==> config.mk <==
export PLATFORM = sky130hd
export DESIGN_NAME = bp_me_wb_master_bridge
export DESIGN_NICKNAME = d
export VERILOG_FILES = /design/src/rtl/bp_me_wb_master_bridge.sv
export SDC_FILE = /design/constraint.sdc
export NUM_CORES = 1
export LEC_CHECK = 0
export ABC_AREA = 0
export BUFFER_PORTS_ARGS = -buffer_cell sky130_fd_sc_hd__buf_2
export CELL_PAD_IN_SITES_DETAIL_PLACEMENT = 1
export CELL_PAD_IN_SITES_GLOBAL_PLACEMENT = 1
export CORE_MARGIN = 8
export CORE_UTILIZATION = 38
export CTS_BUF_LIST = sky130_fd_sc_hd__clkbuf_4
export DETAILED_ROUTE_END_ITERATION = 8
export PLACE_DENSITY = 0.87
export REMOVE_ABC_BUFFERS = 1
export SLEW_MARGIN = 20
export SYNTH_ARGS = -nofsm -noshare
export SYNTH_HDL_FRONTEND = slang
export SYNTH_SLANG_ARGS = --single-unit
==> constraint.sdc <==
create_clock -name clk_i -period 3.8 [get_ports clk_i]
set_input_delay 0.95 -clock clk_i [delete_from_list [all_inputs] [get_ports clk_i]]
set_output_delay 0.95 -clock clk_i [all_outputs]
set_load 0.01 [all_outputs]
==> src/rtl/bp_me_wb_master_bridge.sv <==
`default_nettype none
// ============================================================================
// Module      : bp_me_wb_master_bridge
// Description : Converts single-beat BedRock forward messages into one
//               classic (non-burst) Wishbone B4 cycle each, and returns one
//               single-beat reverse message per Wishbone acknowledge.
//               One transaction in flight at a time.
// Ports       : clk_i/reset_i          - clock, synchronous active-high reset
//               mem_fwd_*              - forward stream in (header/data/v/ready/last)
//               mem_rev_*              - reverse stream out (header/data/v/ready/last)
//               adr_o..bte_o, ack_i, dat_i - Wishbone classic master port
// Revision    : 1.0 - initial release
// ============================================================================
module bp_me_wb_master_bridge #(
    parameter  int paddr_width_p   = 40,
    parameter  int data_width_p    = 64,
    parameter  int payload_width_p = 16,
    localparam int hdr_width_lp    = 4 + 3 + paddr_width_p + payload_width_p,
    localparam int wb_adr_width_lp = paddr_width_p - 3,
    localparam int wb_sel_width_lp = data_width_p / 8
) (
    input  logic                       clk_i,
    input  logic                       reset_i,

    input  logic [hdr_width_lp-1:0]    mem_fwd_header_i,
    input  logic [data_width_p-1:0]    mem_fwd_data_i,
    input  logic                       mem_fwd_v_i,
    output logic                       mem_fwd_ready_and_o,
    input  logic                       mem_fwd_last_i,

    output logic [hdr_width_lp-1:0]    mem_rev_header_o,
    output logic [data_width_p-1:0]    mem_rev_data_o,
    output logic                       mem_rev_v_o,
    input  logic                       mem_rev_ready_and_i,
    output logic                       mem_rev_last_o,

    output logic [wb_adr_width_lp-1:0] adr_o,
    output logic [data_width_p-1:0]    dat_o,
    output logic                       cyc_o,
    output logic                       stb_o,
    output logic [wb_sel_width_lp-1:0] sel_o,
    output logic                       we_o,
    output logic [2:0]                 cti_o,
    output logic [1:0]                 bte_o,
    input  logic                       ack_i,
    input  logic [data_width_p-1:0]    dat_i
);

    typedef enum logic [1:0] {
        ST_IDLE = 2'd0,
        ST_BUS  = 2'd1,
        ST_REV  = 2'd2
    } state_e;

    state_e                     state_q;
    logic [hdr_width_lp-1:0]    hdr_q;
    logic [wb_adr_width_lp-1:0] adr_q;
    logic [data_width_p-1:0]    dat_q;
    logic [wb_sel_width_lp-1:0] sel_q;
    logic                       we_q;
    logic                       cyc_q;
    logic                       rev_v_q;
    logic [data_width_p-1:0]    rev_data_q;
    logic [2:0]                 off_q;
    logic [1:0]                 lg_q;

    // Last is always asserted by the producer; it carries no information here.
    logic unused_last;
    assign unused_last = mem_fwd_last_i;

    // Forward header fields: {payload, size, addr, msg_type}
    logic [3:0]               fwd_type;
    logic [paddr_width_p-1:0] fwd_addr;
    logic [2:0]               fwd_size;
    assign fwd_type = mem_fwd_header_i[3:0];
    assign fwd_addr = mem_fwd_header_i[4 +: paddr_width_p];
    assign fwd_size = mem_fwd_header_i[4+paddr_width_p +: 3];

    // log2 of the access size; any size code above 3 is a full dword
    logic [1:0]                 lg_d;
    logic [2:0]                 off_d;
    logic [wb_sel_width_lp-1:0] mask_d;
    logic [wb_sel_width_lp-1:0] sel_d;
    logic                       we_d;

    assign lg_d = fwd_size[2] ? 2'd3 : fwd_size[1:0];
    assign we_d = (fwd_type == 4'd1) || (fwd_type == 4'd3);

    // Offset is forced to natural alignment by dropping the sub-size bits
    always_comb begin
        off_d  = 3'd0;
        mask_d = 8'hFF;
        unique case (lg_d)
            2'd0: begin off_d = fwd_addr[2:0];          mask_d = 8'h01; end
            2'd1: begin off_d = {fwd_addr[2:1], 1'b0};  mask_d = 8'h03; end
            2'd2: begin off_d = {fwd_addr[2], 2'b00};   mask_d = 8'h0F; end
            default: begin off_d = 3'd0;                mask_d = 8'hFF; end
        endcase
    end

    assign sel_d = mask_d << off_d;

    // Replicate the lowest 2^lg bytes of v across the full dword
    function automatic logic [63:0] replicate(input logic [63:0] v, input logic [1:0] lg);
        logic [63:0] r;
        unique case (lg)
            2'd0:    r = {8{v[7:0]}};
            2'd1:    r = {4{v[15:0]}};
            2'd2:    r = {2{v[31:0]}};
            default: r = v;
        endcase
        return r;
    endfunction

    // Read data is brought down to byte lane 0 before replication
    logic [data_width_p-1:0] rd_shift_d;
    assign rd_shift_d = dat_i >> {off_q, 3'b000};

    always_ff @(posedge clk_i) begin
        if (reset_i) begin
            state_q    <= ST_IDLE;
            hdr_q      <= '0;
            adr_q      <= '0;
            dat_q      <= '0;
            sel_q      <= '0;
            we_q       <= 1'b0;
            cyc_q      <= 1'b0;
            rev_v_q    <= 1'b0;
            rev_data_q <= '0;
            off_q      <= 3'd0;
            lg_q       <= 2'd0;
        end else begin
            unique case (state_q)
                ST_IDLE: begin
                    // Ready is implied here: IDLE and reset deasserted
                    if (mem_fwd_v_i) begin
                        hdr_q   <= mem_fwd_header_i;
                        adr_q   <= fwd_addr[paddr_width_p-1:3];
                        sel_q   <= sel_d;
                        we_q    <= we_d;
                        dat_q   <= replicate(mem_fwd_data_i, lg_d);
                        off_q   <= off_d;
                        lg_q    <= lg_d;
                        cyc_q   <= 1'b1;
                        state_q <= ST_BUS;
                    end
                end
                ST_BUS: begin
                    if (ack_i) begin
                        cyc_q      <= 1'b0;
                        rev_v_q    <= 1'b1;
                        rev_data_q <= we_q ? '0 : replicate(rd_shift_d, lg_q);
                        state_q    <= ST_REV;
                    end
                end
                ST_REV: begin
                    if (mem_rev_ready_and_i) begin
                        rev_v_q <= 1'b0;
                        state_q <= ST_IDLE;
                    end
                end
                default: begin
                    cyc_q   <= 1'b0;
                    rev_v_q <= 1'b0;
                    state_q <= ST_IDLE;
                end
            endcase
        end
    end

    assign mem_fwd_ready_and_o = (state_q == ST_IDLE) & ~reset_i;

    assign mem_rev_header_o = hdr_q;
    assign mem_rev_data_o   = rev_data_q;
    assign mem_rev_v_o      = rev_v_q;
    assign mem_rev_last_o   = rev_v_q;

    assign adr_o = adr_q;
    assign dat_o = dat_q;
    assign cyc_o = cyc_q;
    assign stb_o = cyc_q;
    assign sel_o = sel_q;
    assign we_o  = we_q;
    assign cti_o = 3'b000;
    assign bte_o = 2'b00;

endmodule
`default_nettype wire

Yosys cells after proc, flatten, opt, wreduce, memory -nomap -nowiden:

Cells that the tools add are included.

* register bits: 246
* bits in latches: 0
* bits in writable memories: 0
* memory bits (read-only): 0
* output and inout port bits: 247
* word-level logic and storage cells: 53
* memories kept: 0

* $add $sub $neg: 0
* multiply operators: 0
* div/mod/pow operators: 0
* order comparisons: 0
* equal/unequal tests: 11
* shift operators: 2
* muxes and demuxes: 16
* bitwise gates (word level): 4
* reductions and logical operators: 9

Operators by type and width (count)
* one-hot mux 64 bit (3 select lines): 2
* 2-to-1 mux 64 bit: 1
* >> shifter 64 x 6 -> 64 bit: 1
* one-hot mux 8 bit (3 select lines): 1
* one-hot mux 3 bit (3 select lines): 1
* AND reduction 3 bit: 3
* 2-to-1 mux 2 bit: 4
* << shifter 8 x 3 -> 8 bit: 1
* equality test 2 x 1 -> 1 bit (second input constant): 3
* equality test 2 bit (second input constant): 3
* logical NOT 2 bit: 3
* != test 2 bit (second input constant): 3
* one-hot mux 1 bit (3 select lines): 2
* one-hot mux 2 bit (3 select lines): 1
* equality test 4 x 1 -> 1 bit (second input constant): 1
* equality test 4 x 2 -> 1 bit (second input constant): 1
* 2-to-1 mux 1 bit: 4
* AND reduction 2 bit: 2
* inverter 1 bit: 3
* bitwise AND 1 bit: 1
* logical OR 1 bit: 1

Logic depth before layout (Yosys ltp):

Gate-level depths: netlist (run 1).

* depth after elaboration: 4
* gate-level depth with buffers: 10

Worst setup path after synthesis (run 1):

No wires, ideal clock.

* kind: input to output
* from: input port reset_i
* to: output port mem_fwd_ready_and_o
* data arrival time: 1593 ps
* data required time: 2850 ps
* slack: 1257 ps
* stages on the path: 3
* buffers on the path: 2
* cells stage by stage: clkbuf_1 -> clkbuf_1 -> nor3_1

* longest elaborated chain between the ends: 2

RTL lines
* start: declaration: line 23 `input logic reset_i,`
* inverter 1 bit: line 171 `assign mem_fwd_ready_and_o = (state_q == ST_IDLE) & ~reset_i;`
* bitwise AND 1 bit: line 171
* end: declaration: line 28 `output logic mem_fwd_ready_and_o,`

No other way between the ends.

Worst setup path in the final report (run 1):

* from: register off_q[1]
* to: register rev_data_q[45] (netlist: mem_rev_data_o[45])

* longest elaborated chain between the ends: 3

RTL lines
* start: declaration: line 64 `logic [2:0] off_q;`
* start signal: assignment: line 130 `off_q <= 3'd0;`
* start signal: assignment: line 142 `off_q <= off_d;`
* >> shifter 64 x 6 -> 64 bit: line 117 `assign rd_shift_d = dat_i >> {off_q, 3'b000};`
* one-hot mux 64 bit (3 select lines): line 106 `unique case (lg)`
* 2-to-1 mux 64 bit: line 152 `rev_data_q <= we_q ? '0 : replicate(rd_shift_d, lg_q);`
* end signal: assignment: line 152
* end: declaration: line 63 `logic [data_width_p-1:0] rev_data_q;`

No other way between the ends.
A chain may end at the register's enable or synchronous reset.

==> results of run 1 <==
-- final cells by class --
class	instances	area, sq um
fill	3629	14800
multi-input combinational	978	5820
sequential	209	4190
timing repair buffer	460	2400
clock buffer	80	601
tap	384	480
clock inverter	18	101
inverter	13	48.8
antenna	3	7.51
-- cells in the mapped netlist (all sizes together), types with 3 or more instances --
cell type / n
a222oi: 5
mux2i: 54
mux4: 20
nand2b: 8
a311oi: 10
dfxtp: 209
a31oi: 3
nor3: 24
a21oi: 182
a211oi: 58
a32oi: 3
a21o: 3
o2bb2ai: 3
nor2b: 20
nand3b: 5
nor2: 126
inv: 12
o21a: 5
nand2: 263
a2bb2oi: 6
a32o: 5
or2: 5
clkbuf: 72
nand3: 12
a22oi: 12
a221oi: 7
o21ai: 55
a221o: 3
a22o: 12
buf: 86
o22ai: 14
or3: 3
and2: 4
mux2: 15
-- cell families after synthesis --
family / count (synthesis)
flops: 209
simple gates: 477
compound gates: 406
other cells: 1
xor+xnor: 1
buf+inv: 171
mux: 89
-- through the flow --
stage | std cells | area (sq um) | util [%] | setup TNS (ns) | setup slack, ns
floorplan | 1200 | 10000 | - | -734.75 | -6.53
global placement | 2044 | 12900 | 45.5 | 0 | 1.03
detailed placement | 2044 | 12900 | 45.5 | 0 | 0.938
CTS | 2142 | 13600 | 47.9 | 0 | 1.24
global route | 2143 | 13600 | 47.9 | 0 | 1.01
finish | 2145 | 13600 | 47.9 | 0 | 1.13
-- per-layer routing --
metal  vias to the layer above  GRT usage, %  routed length [um]
met1                      5809          30.3               17800
met2                       617          46.2               23700
met5                         -             0                  46
met4                        10          11.9                2000
li1                       5496             -                   -
met3                       134          8.55                4880
-- worst register-to-register path, delay by kind of cell, from the launching register on --
| family | cells | cell delay (ns) |
|---|---|---|
| AOI/OAI and AO/OA | 3 | 0.65 |
| buffers and inverters | 1 | 0.41 |
| muxes | 2 | 0.70 |
| DFF | 1 | 0.81 |
-- flip-flops by register name, summed over array words and instances (netlist names) --
name and cells:
mem_rev_header_o 63, we_o 1, cyc_o 1, sel_o 8, off_q 3, state_q 2, mem_rev_data_o 64, lg_q 2
mem_rev_last_o 1, dat_o 64
-- where the power goes --
| part | internal [uW] | total, uW | switching [uW] |
|---|---|---|---|
| registers | 2340 | 2440 | 105 |
| logic | 459 | 1230 | 769 |
| clock network | 1030 | 2020 | 983 |
| total | 3830 | 5690 | 1860 |
-- worst max path at each step --
stage               slack [ns]  cells past startpoint            startpoint                 end
floorplan                -6.53                      4           mem_fwd_v_i           dat_o[16]
global placement          1.03                      6  mem_fwd_header_i[46]           dat_o[31]
detailed placement        0.94                      6  mem_fwd_header_i[46]           dat_o[35]
CTS                       1.24                      6              off_q[1]  mem_rev_data_o[45]
global route              1.01                      6              off_q[1]  mem_rev_data_o[45]
finish                    1.13                      6              off_q[1]  mem_rev_data_o[45]
==> flow_summary.toml, run 1 <==
[synthesis]
synth_top_family_by_area = "compound AO/OA/AOI/OAI gates"
synth_ff_type = "dfxtp_1"
synth_area_leaders = "dfxtp_1 (38%), nand2_1 (9.0%), a21oi_1 (8.3%)"
async_reset_ff_share_pct = 0
synth_edf_count = 0
yosys.area.top_type = "dfxtp_1"
ys_types = 70
synth-simple-area-share_pct = 18.3
synthXorXnorAreaFrac_pct = 0.0803
yosysWarnings = 0
synth_adder_area_share_pct = 0
synth_top_area_share_pct = 38.3
avgSynthCellArea_sq_um = 8.06
synthMuxAreaShare_pct = 11.0
synth_compound_area_share_pct = 23.6
ys_seq_elements = 209
syn_inst = 1354
synth_area_sq_mm = 0.0109
synth_seq_area_share_pct = 38.3

[die]
die_y_um = 185
die-area_sq_mm = 0.0344
die_w_um = 185
initial_utilization_pct = 38.3
pin_count = 444
coreArea_sq_mm = 0.0285
fp-row-count = 62

[power_and_ir_drop]
leakage_uw = 0.00622
power_density_mw_per_mm2 = 417
total_power_uw = 5690
ir_drop_mv = 0.293

[drt]
wl_per_cell_um = 22.6
antenna_left = 0
drc_errors = 0
initialDrtViolationCount = 800
num_vias = 12100
routed_wl_um = 48400
first_pass_iters = 5
viasPerCell = 5.63

[timing]
period_needed_ns = 2.67
hold_slack_ns = 0.438
slew_headroom_pct = 18.7
worstMarginPinSlew_ns = 1.21
final-setup-viol-count = 0
report.final.slew_viol_count = 0
fin_crit_sh_pct = 70.4
rsz0062_at_grt = "false"
fin_worst_skew_ns = 0.0498
fmax_mhz = 374
final_hold_viol_count = 0

[clock_tree]
clockBufferDepth = 3
cts_max_level = 2
postCtsResizedCells = 0
cts_inserted_buffers = 55
cts_setup_buffers = 0
numClockSinks = 209
cts_hold_buf = 0
cts-root-buf = "clkbuf_4"
cts_tree = "yes"
clk_pin_slew_worst_paths_ns = 0.07
clock_latency_ns = 0.68

[placement]
globalplace.congestion = 0.931
dp_hpwl_um = 35900
io_buffers = 437

[setup_path]
critical-path-max-stage-delay_ns = 0.81
crit_path_end_kind = "flop"
crit_required_ns = 4.34
crit_family = "flip-flops"
ff2ff_setup_slack_ns = 1.13
reg2reg_depth = 6
crit_path_cell_trace = "buf_4 > mux2i_1 > o21ai_0 > mux2i_1 > a22oi_1 > o211a_1"
cp.arrival_ns = 3.21
reg2reg_from = "off_q[1]"
r2r-end = "mem_rev_data_o[45]"
critical-path-slowest-cell = "dfxtp_4"
worst_path_most_repeated_cell = "mux2i_1"
critPathLaunchType = "flop"
path_class = "reg -> reg"
path_max_fanout = 49
critPathBufInv = 1

[cells_and_area]
syn_to_final_growth_pct = 25.1
final_cell_mix = "buf_2 (436), nand2_1 (263), dfxtp_1 (206)"
final_common_cell = "buf_2"
nets = 1914
drive_above_1_share_pct = 33.8

[min_path]
hold_end = "mem_rev_data_o[14]"
whs_path_depth = 2
holdCritPathClass = "reg -> reg"
hold_start = "mem_rev_data_o[14]"

[outcome]
status = "complete, no violations"

[global_routing]
antenna_found_initial = 8
grt.total_usage_pct = 26.9
grt_pass1_vias = 12900
grt-ovfl-total = 0
grt_pass1_wl_um = 73100
grt_start_max_net_pins = 101

[job]
cap_violations = 0
(Power assumes the default switching activity.)
==> run 2: changes to the inputs <==
--- a/config.mk
+++ b/config.mk
@@ -10,10 +10,10 @@
 export CELL_PAD_IN_SITES_DETAIL_PLACEMENT = 1
 export CELL_PAD_IN_SITES_GLOBAL_PLACEMENT = 1
 export CORE_MARGIN = 8
-export CORE_UTILIZATION = 38
+export CORE_UTILIZATION = 36
 export CTS_BUF_LIST = sky130_fd_sc_hd__clkbuf_4
 export DETAILED_ROUTE_END_ITERATION = 8
-export PLACE_DENSITY = 0.87
+export PLACE_DENSITY = 0.83
 export REMOVE_ABC_BUFFERS = 1
 export SLEW_MARGIN = 20
 export SYNTH_ARGS = -nofsm -noshare
==> constraint.sdc (replaced) <==
create_clock -name clk_i -period 2.5 [get_ports clk_i]
set_input_delay 0.625 -clock clk_i [delete_from_list [all_inputs] [get_ports clk_i]]
set_output_delay 0.625 -clock clk_i [all_outputs]
set_load 0.01 [all_outputs]
==> run 2 against run 1 <==
  * Maximum frequency up 11%
  * Cell count up 2.8%
  * Clock power up 70%
  * Core utilization down 0.35 points
  * Non-clock buffer count up 41
  * Sequential cell count unchanged
  * Critical path depth unchanged
  * Sequential share of layout area down 1.1 points
  * Hold slack worse by 0.28 ns
  * Critical path type unchanged
  * Highest routed layer unchanged
==> flow_summary.toml, run 2 (synthesis results as in run 1) <==
[setup_path]
critPathLaunchType = "flop"
r2r-end = "mem_rev_data_o[58]"
crit_required_ns = 3.05
crit_path_end_kind = "flop"
cp.arrival_ns = 2.97
path_max_fanout = 18
ff2ff_setup_slack_ns = 0.08
path_class = "reg -> reg"
reg2reg_from = "off_q[0]"
critPathLaunch = "off_q[0]"
reg2reg_depth = 6

[global_routing]
grt.total_usage_pct = 26.6
grt-ovfl-total = 0
grt_pass1_vias = 13100
grt_pass1_wl_um = 76100
antenna_found_initial = 9
grt_start_max_net_pins = 98

[drt]
antenna_left = 0
routed_wl_um = 50800
initialDrtViolationCount = 706
first_pass_iters = 5
viasPerCell = 5.58
drc_errors = 0
num_vias = 12300
wl_per_cell_um = 23.0

[die]
die_w_um = 190
coreArea_sq_mm = 0.0297
fp-row-count = 63
initial_utilization_pct = 36.7
pin_count = 444
die_y_um = 190
die-area_sq_mm = 0.0361

[placement]
placed_area_sq_mm = 0.0133
place_ws_ns = 0.186
globalplace.congestion = 0.894
io_buffers = 437
dp_hpwl_um = 37700

[clock_tree]
postCtsResizedCells = 0
cts_tree = "yes"
cts_hold_buf = 0
cts-root-buf = "clkbuf_4"
cts_inserted_buffers = 60
cts_setup_buffers = 0
clockBufferDepth = 3
cts_max_level = 2
numClockSinks = 209
clock_latency_ns = 0.70
clk_pin_slew_worst_paths_ns = 0.07

[cells_and_area]
final_common_cell = "buf_2"
syn_to_final_growth_pct = 29.6
nets = 1960
multi_input_area_sq_mm = 0.00581
fill_cells = 3813
drive_above_1_share_pct = 36.0
final_area_sq_mm = 0.0141
seq_area_sq_mm = 0.00419
final_cell_mix = "buf_2 (436), nand2_1 (263), dfxtp_1 (206)"
final_core_util_pct = 47.6

[outcome]
status = "complete, no violations"

[power_and_ir_drop]
power_density_mw_per_mm2 = 644
ir_drop_mv = 0.372
leakage_uw = 0.00651

[min_path]
hold_start = "mem_fwd_header_i[20]"
hold_end = "mem_rev_header_o[20]"
holdCritPathClass = "in -> reg"
whs_path_depth = 3

[timing]
period_needed_ns = 2.42
final_hold_viol_count = 0
rsz0062_at_grt = "false"
slew_headroom_pct = 28.7
fin_worst_skew_ns = 0.0421
hold_slack_ns = 0.158
report.final.slew_viol_count = 0
fmax_mhz = 414
fin_crit_sh_pct = 96.7
worst_slack_ns = 0.0827
worstMarginPinSlew_ns = 1.07
final-setup-viol-count = 0

[job]
cap_violations = 0
-- run 2: changes by cell type in the layout (fill, tap and decap cells not counted), sizes merged --
| cell | change |
|---|---|
| buf | +41 |
| clkbuf | +18 |
| clkinv | -6 |
| diode | +3 |
| inv | -1 |
-- run 2: how the worst max path moves through the flow --
stage                                     to  slack (ns)  cells past startpoint
after floorplan                    dat_o[16]       -7.50                      4
after global placement    mem_rev_data_o[60]        0.25                      6
after detailed placement  mem_rev_data_o[58]        0.19                      6
after CTS                 mem_rev_data_o[58]        0.13                      6
after global routing      mem_rev_data_o[58]        0.03                      6
final                     mem_rev_data_o[58]        0.08                      6
-- run 2: metrics by stage --
| step | total power [uW] | std cells | setup TNS, ns |
|---|---|---|---|
| final | 9110 | 2206 | 0 |
| after global routing | 9520 | 2205 | 0 |
| after CTS | 9180 | 2200 | 0 |
| after detailed placement | 5710 | 2091 | 0 |
| after global placement | 5650 | 2091 | 0 |
| after floorplan | 4760 | 1200 | -932.25 |
-- run 2: final cells by class --
cell class              count  area share (%)
flip-flops and latches    209            29.6
clock buffers              98            5.20
clock inverters            11           0.557
well taps                 390            3.45
multi-input cells         978            41.1
diodes                      6           0.106
inverters                  13           0.345
repair buffers            501            19.6
-- run 2: routing by layer --
| layer | part of all wire, % | track usage (%) | routed length [um] | vias to the layer above |
|---|---|---|---|---|
| li1 | - | - | - | 5602 |
| met1 | 37 | 28.3 | 18700 | 5923 |
| met2 | 50 | 46.7 | 25200 | 615 |
| met3 | 9.3 | 8.68 | 4750 | 151 |
| met4 | 4.2 | 12.9 | 2140 | 10 |
| met5 | 0.13 | 0 | 67 | - |
-- run 2: worst max-delay path, cell delays in order (launching register included) --
cell     delay (ns)
dfxtp_2        0.71
buf_4          0.28
mux4_2         0.52
mux2i_1        0.22
or2_1          0.16
o21ai_1        0.11
o31a_1         0.27
-- run 2: power by group --
group	switching, uW	internal, uW
sequential	155	3560
clock	1580	1870
combinational	1200	751
==> run 3: changes to the inputs <==
--- a/config.mk
+++ b/config.mk
@@ -11,7 +11,7 @@
 export CELL_PAD_IN_SITES_GLOBAL_PLACEMENT = 1
 export CORE_MARGIN = 8
 export CORE_UTILIZATION = 36
-export CTS_BUF_LIST = sky130_fd_sc_hd__clkbuf_4
+export CTS_BUF_LIST = sky130_fd_sc_hd__clkbuf_4 sky130_fd_sc_hd__clkbuf_8
 export DETAILED_ROUTE_END_ITERATION = 8
 export PLACE_DENSITY = 0.83
 export REMOVE_ABC_BUFFERS = 1
==> run 3 against run 2 <==
  * Sequential power barely moved
  * Clock power is 8.1% higher
  * Sequential share of layout area decreased by 0.15 points
  * Worst setup slack gained 0.064 ns
  * Combinational power about the same
  * Register-to-register slack better by 0.06 ns
  * Die area did not move
==> flow_summary.toml, run 3 (synthesis results as in run 1) <==
[outcome]
status = "complete, no violations"

[placement]
dp_hpwl_um = 37700
io_buffers = 437
placed_area_sq_mm = 0.0133
globalplace.congestion = 0.894

[timing]
report.final.slew_viol_count = 0
slew_headroom_pct = 27.3
final-setup-viol-count = 0
fin_crit_sh_pct = 94.1
final_hold_viol_count = 0
fmax_mhz = 425
period_needed_ns = 2.35
setup_tns_ns = 0
worstMarginPinSlew_ns = 1.09
rsz0062_at_grt = "false"
fin_worst_skew_ns = 0.0156

[clock_tree]
cts-root-buf = "clkbuf_8"
clockBufferDepth = 3
clock_latency_ns = 0.55
cts_tree = "yes"
postCtsResizedCells = 0
cts_inserted_buffers = 40
clk_pin_slew_worst_paths_ns = 0.06
cts_hold_buf = 0
cts_setup_buffers = 0
cts_max_level = 2
numClockSinks = 209

[global_routing]
grt_pass1_vias = 13000
grt_pass1_wl_um = 76000
antenna_found_initial = 8
grt_start_max_net_pins = 98
grt-ovfl-total = 0
grt.total_usage_pct = 26.6

[drt]
drc_errors = 0
routed_wl_um = 50800
wl_per_cell_um = 23.4
antenna_left = 0
viasPerCell = 5.63
first_pass_iters = 6
initialDrtViolationCount = 629
num_vias = 12200

[cells_and_area]
syn_to_final_growth_pct = 30.2
fill_cells = 3775
nets = 1940
final_area_sq_mm = 0.0142
final_cell_mix = "buf_2 (436), nand2_1 (263), dfxtp_1 (206)"
drive_above_1_share_pct = 35.2
final_common_cell = "buf_2"

[setup_path]
critical-path-max-stage-delay_ns = 0.68
crit_path_cell_trace = "buf_4 > mux4_2 > mux2i_1 > or2_1 > o21ai_1 > o31a_1"
path_class = "reg -> reg"
crit_required_ns = 2.92
critical-path-slowest-cell = "dfxtp_2"
path_max_fanout = 18
cp.arrival_ns = 2.77
critPathLaunchType = "flop"
crit_path_end_kind = "flop"

[die]
pin_count = 444
coreArea_sq_mm = 0.0297
initial_utilization_pct = 36.7
die_w_um = 190
die-area_sq_mm = 0.0361
die_y_um = 190
fp-row-count = 63

[power_and_ir_drop]
power_density_mw_per_mm2 = 661
ir_drop_mv = 0.471
leakage_uw = 0.00650

[job]
cap_violations = 0

[min_path]
holdCritPathClass = "in -> reg"
## run 3: cell count changes in the layout (fill, tap and decap cells not counted), sizes merged
cell	change
clkinvlp	+1
inv	+2
diode	-1
clkbuf	-34
clkinv	-4
## run 3: report_power, final
group	internal (uW)	switching [uW]	total [uW]
logic	751	1210	1960
clock network	2150	1570	3720
registers	3560	153	3710
## run 3: worst paths after layout
check / cells after the start / start / endpoint / slack [ns]
setup / recovery: 6 / off_q[0] / mem_rev_data_o[58] / 0.15
hold / removal: 3 / mem_fwd_header_i[54] / mem_rev_header_o[54] / 0.32
setup reg to reg: 6 / off_q[0] / mem_rev_data_o[58] / 0.15
hold reg to reg: 2 / mem_rev_header_o[6] / mem_rev_header_o[6] / 0.45
## run 3: area by class of cell
type	instances	area (sq um)	area share [%]
well taps	390	488	3.43
clock inverters	10	87.6	0.616
repair buffers	501	2770	19.5
multi-input cells	978	5810	40.9
diodes	5	12.5	0.0880
flip-flops and latches	209	4190	29.5
inverters	13	48.8	0.343
clock buffers	64	800	5.63
## run 3: critical path, delay by kind of cell, from the launching register on
kind	cells	cell delay, ns
AND/OR/NAND/NOR	1	0.16
buffers and inverters	1	0.28
flip-flops	1	0.68
multiplexers	2	0.75
AO/OA/AOI/OAI	2	0.37
## run 3: metal layers
metal  track usage [%]  vias up  part of all wire (%)
met4              11.8       10                   4.2
met5                 0        -                  0.11
met1              28.7     5921                    36
met2              47.1      590                    50
li1                  -     5546                     -
met3              8.37      143                   9.6
## run 3: metrics by stage
| stage | power (uW) | setup WS [ns] | std cells | hold WS, ns | utilization (%) |
|---|---|---|---|---|---|
| final | 9390 | 0.146 | 2170 | 0.322 | 47.8 |
| after global routing | 9780 | 0.0139 | 2169 | 0.310 | 47.8 |
| after CTS | 9460 | 0.151 | 2165 | 0.285 | 47.8 |
| after detailed placement | 5710 | 0.186 | 2091 | 0.440 | 44.8 |
| after global placement | 5650 | 0.251 | 2091 | 0.431 | 44.8 |
| after floorplan | 4760 | -7.50 | 1200 | 0.463 | - |
